## src/rtl/rgb_pwm_driver.sv

```systemverilog
// Three-channel PWM driver for the board RGB LED. Duty triplets arrive over a
// valid/ready handshake, are held in a pending buffer, and load only at the period wrap.
module rgb_pwm_driver #(
    parameter int WIDTH    = 8,
    parameter int PRESCALE = 64,
    parameter bit INVERT   = 1'b0
) (
    input  logic             clk,
    input  logic             rst,
    input  logic [WIDTH-1:0] duty_r,
    input  logic [WIDTH-1:0] duty_g,
    input  logic [WIDTH-1:0] duty_b,
    input  logic             duty_valid,
    output logic             duty_ready,
    output logic             period_start,
    output logic             led0_r,
    output logic             led0_g,
    output logic             led0_b
);

    localparam int PW = (PRESCALE > 1) ? $clog2(PRESCALE) : 1;

    logic [PW-1:0]          presc_reg;
    logic [PW-1:0]          presc_next;
    logic [WIDTH-1:0]       cnt_reg;
    logic [WIDTH-1:0]       cnt_next;
    logic                   pending_full_reg;
    logic                   pending_full_next;
    logic                   period_start_reg;
    logic                   tick;
    logic                   wrap;
    logic                   load;
    logic                   accept;
    logic [2:0][WIDTH-1:0]  duty_in;
    logic [2:0]             led_vec;

    assign tick       = (presc_reg == PW'(PRESCALE - 1));
    assign wrap       = tick && (cnt_reg == '1);
    assign presc_next = tick ? '0 : presc_reg + PW'(1);
    assign cnt_next   = tick ? cnt_reg + WIDTH'(1) : cnt_reg;

    // Load uses the pending state from the start of the cycle, so a triplet
    // accepted on the wrap cycle waits for the following wrap.
    assign load       = wrap && pending_full_reg;
    assign duty_ready = !pending_full_reg && !rst;
    assign accept     = duty_valid && duty_ready;
    assign duty_in    = {duty_b, duty_g, duty_r};

    always_comb begin
        pending_full_next = pending_full_reg;
        if (load)
            pending_full_next = 1'b0;
        if (accept)
            pending_full_next = 1'b1;
    end

    always_ff @(posedge clk) begin
        if (rst) begin
            presc_reg        <= '0;
            cnt_reg          <= '0;
            pending_full_reg <= 1'b0;
            period_start_reg <= 1'b0;
        end else begin
            presc_reg        <= presc_next;
            cnt_reg          <= cnt_next;
            pending_full_reg <= pending_full_next;
            period_start_reg <= wrap;
        end
    end

    generate
        for (genvar gi = 0; gi < 3; gi++) begin : g_chan
            logic [WIDTH-1:0] active_reg;
            logic [WIDTH-1:0] active_next;
            logic [WIDTH-1:0] pending_reg;
            logic             led_reg;

            assign active_next = load ? pending_reg : active_reg;

            // Compare against post-update cnt/active so the new duty is
            // visible from the very first cycle of the period.
            always_ff @(posedge clk) begin
                if (rst) begin
                    active_reg  <= '0;
                    pending_reg <= '0;
                    led_reg     <= INVERT;
                end else begin
                    active_reg <= active_next;
                    if (accept)
                        pending_reg <= duty_in[gi];
                    led_reg <= (cnt_next < active_next) ^ INVERT;
                end
            end

            assign led_vec[gi] = led_reg;
        end
    endgenerate

    assign period_start = period_start_reg;
    assign led0_r       = led_vec[0];
    assign led0_g       = led_vec[1];
    assign led0_b       = led_vec[2];

endmodule

```

## config.mk

```make
export PLATFORM = sky130hd
export DESIGN_NAME = rgb_pwm_driver
export DESIGN_NICKNAME = d
export VERILOG_FILES = /design/src/rtl/rgb_pwm_driver.sv
export SDC_FILE = /design/constraint.sdc
export NUM_CORES = 1
export LEC_CHECK = 0
export CAP_MARGIN = 20
export CORE_UTILIZATION = 25
export CTS_BUF_LIST = sky130_fd_sc_hd__clkbuf_2 sky130_fd_sc_hd__clkbuf_4 sky130_fd_sc_hd__clkbuf_8
export CTS_CLUSTER_SIZE = 14
export DETAILED_ROUTE_END_ITERATION = 6
export GPL_TIMING_DRIVEN = 1
export PLACE_DENSITY = 0.39
export SYNTH_ARGS = -nofsm -noshare
export SYNTH_HDL_FRONTEND = slang
export SYNTH_SLANG_ARGS = --single-unit
```

## constraint.sdc

```tcl
create_clock -name clk -period 4.6 [get_ports clk]
set_clock_uncertainty 0.1 [all_clocks]
set_input_delay 0.69 -clock clk [delete_from_list [all_inputs] [get_ports clk]]
set_output_delay 0.69 -clock clk [all_outputs]
set_load 0.01 [all_outputs]
```

==> results by group <==
Status
  • Status: finished with violations
  • Failing checks: DRC

Place
  • Routability congestion estimate: 0.720
  • Dpl cells: 474
  • Post-DP HPWL: 4.23 mm
  • IO Port Bufs: 31

Yosys
  • Synthesized cell area: 0.00303 sq mm
  • Avg Synthesized Cell Area: 9.64 sq um
  • Sequential element share of the synthesized area: 44.3%
  • Synth Register Bits: 67
  • YS warnings: 0
  • Post-Synthesis Cells: 314
  • Yosys cell types: 30
  • Post-synth net total: 364

Floorplan
  • Initial Util: 26.1%
  • Core area: 0.0116 sq mm
  • Die span in y: 112 um
  • Die width: 112 um
  • Row count: 39
  • Ports: 32
  • Die Area: 0.0126 sq mm

Routing
  • # DRC: 1
  • Final WL: 6.22 mm
  • Post-DRT Antenna Nets: 0
  • Via total after detailed routing: 2156
  • Drt first pass iters: 6
  • Initial DRC Count: 79
  • Routed vias/inst: 4.41
  • Avg WL per Cell: 12.7 um

Layout
  • Finished Layout Cells: 489
  • Share of cells above drive strength 1: 11.6%
  • Multi-input gate area: 0.00160 sq mm
  • Nets@finish: 392
  • # diodes: 0
  • Most frequent cells in the layout: dfxtp_1 (67), nor2_1 (38), o21ai_0 (30), clkdlybuf4s50_1 (30), nand2_1 (27)
  • Fillers: 1240
  • FF+latch area: 0.00134 sq mm
  • Area growth, synth to finish: 20.5%
  • Most common cell after layout, fill and taps aside: dfxtp_1

STA
  • Final hold violations: 0
  • Fmax: 304 MHz
  • Hold_ws: 0.358 ns
  • Tmin final: 3.29 ns
  • Slew HR: 47.5%
  • Final period util: 71.5%
  • Max-slew violations: 0
  • Setup TNS: 0 ns
  • Setup violators final: 0
  • Slew @ Worst Pin: 0.786 ns
  • Unrepaired setup endpoints after global routing: no

Clocking
  • Hold Buf Count CTS: 0
  • Worst-path clk slew: 0.07 ns
  • CTS Buffer Depth: 2
  • Post-CTS Setup Bufs: 0
  • Clock sink total: 67
  • Post-CTS resize count: 0
  • H-tree depth: 3
  • CTS tree: built
  • Skew-Pair Late Insertion Delay: 0.34 ns
  • Num CTS Buffers: 9
  • Root Driver: clkbuf_8

Worst hold path
  • Worst hold path class: flop to flop

Global routing
  • GRT Util Overall: 10.9%
  • GR Overflow Total: 0
  • First-pass GRT wire length: 10.6 mm
  • Number of global-route vias before repair: 2138
  • Largest net degree at the start of global routing: 68
  • Antenna violations before repair: 0

Worst setup path
  • Critical Path Fanout Max: 25
  • R2R setup slack: 1.31 ns
  • CP endpoint kind: flop
  • CP Launch Type: flop
  • CP arrival: 3.44 ns
  • WP data required: 4.75 ns
  • WS Path Type: flop to flop

Pwr
  • Peak supply drop: 0.146 mV
  • Power per cell area: 320 mW/mm^2
  • Cell leakage power: 0.00143 uW

Job
  • Max Cap Viol: 0
[critical path: stages (launching register included)]
cell	delay, ns
dfxtp_1	0.35
ha_1	0.20
and3_1	0.31
nand4_4	0.64
mux2i_2	0.47
ha_1	0.29
nand4_1	0.13
o21ai_0	0.11
or3_1	0.35
o31ai_1	0.22
[cell type report]
cell class	instances	share of cell area, %
Multi-Input combinational cell	230	43.9
Clock inverter	2	0.960
Tap cell	143	4.90
Clock buffer	13	4.56
Inverter	1	0.103
Sequential cell	67	36.8
Timing Repair Buffer	33	8.78
[cell families (layout without fill, tap and decap cells)]
| family | count (synthesis) | count (layout) | synth area share (%) |
|---|---|---|---|
| AOI/OAI and AO/OA | 42 | 42 | 7.69 |
| and+or+nand+nor | 129 | 129 | 21.9 |
| DFF | 67 | 67 | 44.3 |
| muxes | 25 | 25 | 10.7 |
| xor gates and xnor gates | 11 | 11 | 3.18 |
| buffers and inverters | 17 | 49 | 2.73 |
| adders and majority gates | 23 | 23 | 9.51 |
[worst paths after layout]
| kind | endpoint | from | cells past startpoint |
|---|---|---|---|
| min reg2reg | presc_reg[0]$_SDFF_PP0_ | presc_reg[0]$_SDFF_PP0_ | 1 |
| max | led0_g$_SDFF_PP0_ | presc_reg[0]$_SDFF_PP0_ | 9 |
| max reg2reg | led0_g$_SDFF_PP0_ | presc_reg[0]$_SDFF_PP0_ | 9 |
| min | presc_reg[0]$_SDFF_PP0_ | presc_reg[0]$_SDFF_PP0_ | 1 |
[layer usage]
layer	up-vias	routed length, um	global-route usage (%)
met2	27	2810	17.5
met1	983	3120	13.6
met5	-	0	0
met4	0	106	4.53
met3	9	183	3.24
li1	1137	-	-
[synthesized netlist by cell type]
| cell type | instances | area share [%] |
|---|---|---|
| ha_1 | 23 | 9.5 |
| and4_4 | 1 | 0.37 |
| nand4_1 | 6 | 1.2 |
| nor2_1 | 38 | 4.7 |
| nand3_1 | 3 | 0.50 |
| nand2_1 | 27 | 3.3 |
| clkbuf_1 | 11 | 1.4 |
| mux2i_1 | 5 | 1.7 |
| a211oi_1 | 3 | 0.74 |
| mux2_2 | 1 | 0.37 |
| and4_1 | 3 | 0.87 |
| o21ai_0 | 30 | 5.0 |
| o31ai_1 | 3 | 0.74 |
| or3_1 | 6 | 1.2 |
| xor2_1 | 3 | 0.87 |
| xnor2_1 | 8 | 2.3 |
| buf_6 | 2 | 0.74 |
| nand2b_1 | 24 | 5.0 |
| dfxtp_1 | 67 | 44 |
| a21oi_1 | 3 | 0.50 |
| nand4_4 | 1 | 0.70 |
| and3_1 | 3 | 0.62 |
| nor2b_1 | 8 | 1.7 |
| nor3b_1 | 1 | 0.25 |
| o211ai_1 | 3 | 0.74 |
| mux2i_2 | 19 | 8.6 |
| inv_1 | 1 | 0.12 |
| and2_1 | 3 | 0.62 |
| buf_2 | 3 | 0.50 |
| nor3_1 | 5 | 0.83 |
[per-stage QoR]
stage	power (uW)	setup slack [ns]	area (sq um)	util, %
after floorplan	651	2.04	3030	-
after global placement	685	1.31	3450	29.7
after detailed placement	685	1.29	3450	29.7
after CTS	1190	1.27	3650	31.4
after global routing	1230	1.01	3650	31.4
final	1170	1.31	3650	31.4
[report_power, final]
part           total, uW  switching (uW)  internal [uW]  leakage [uW]
combinational       60.2            25.6           34.6      0.000775
clock                498             209            288      0.000106
sequential           610            12.0            598      0.000545
total               1170             247            921       0.00143
Power figures use the tool's default switching activity.
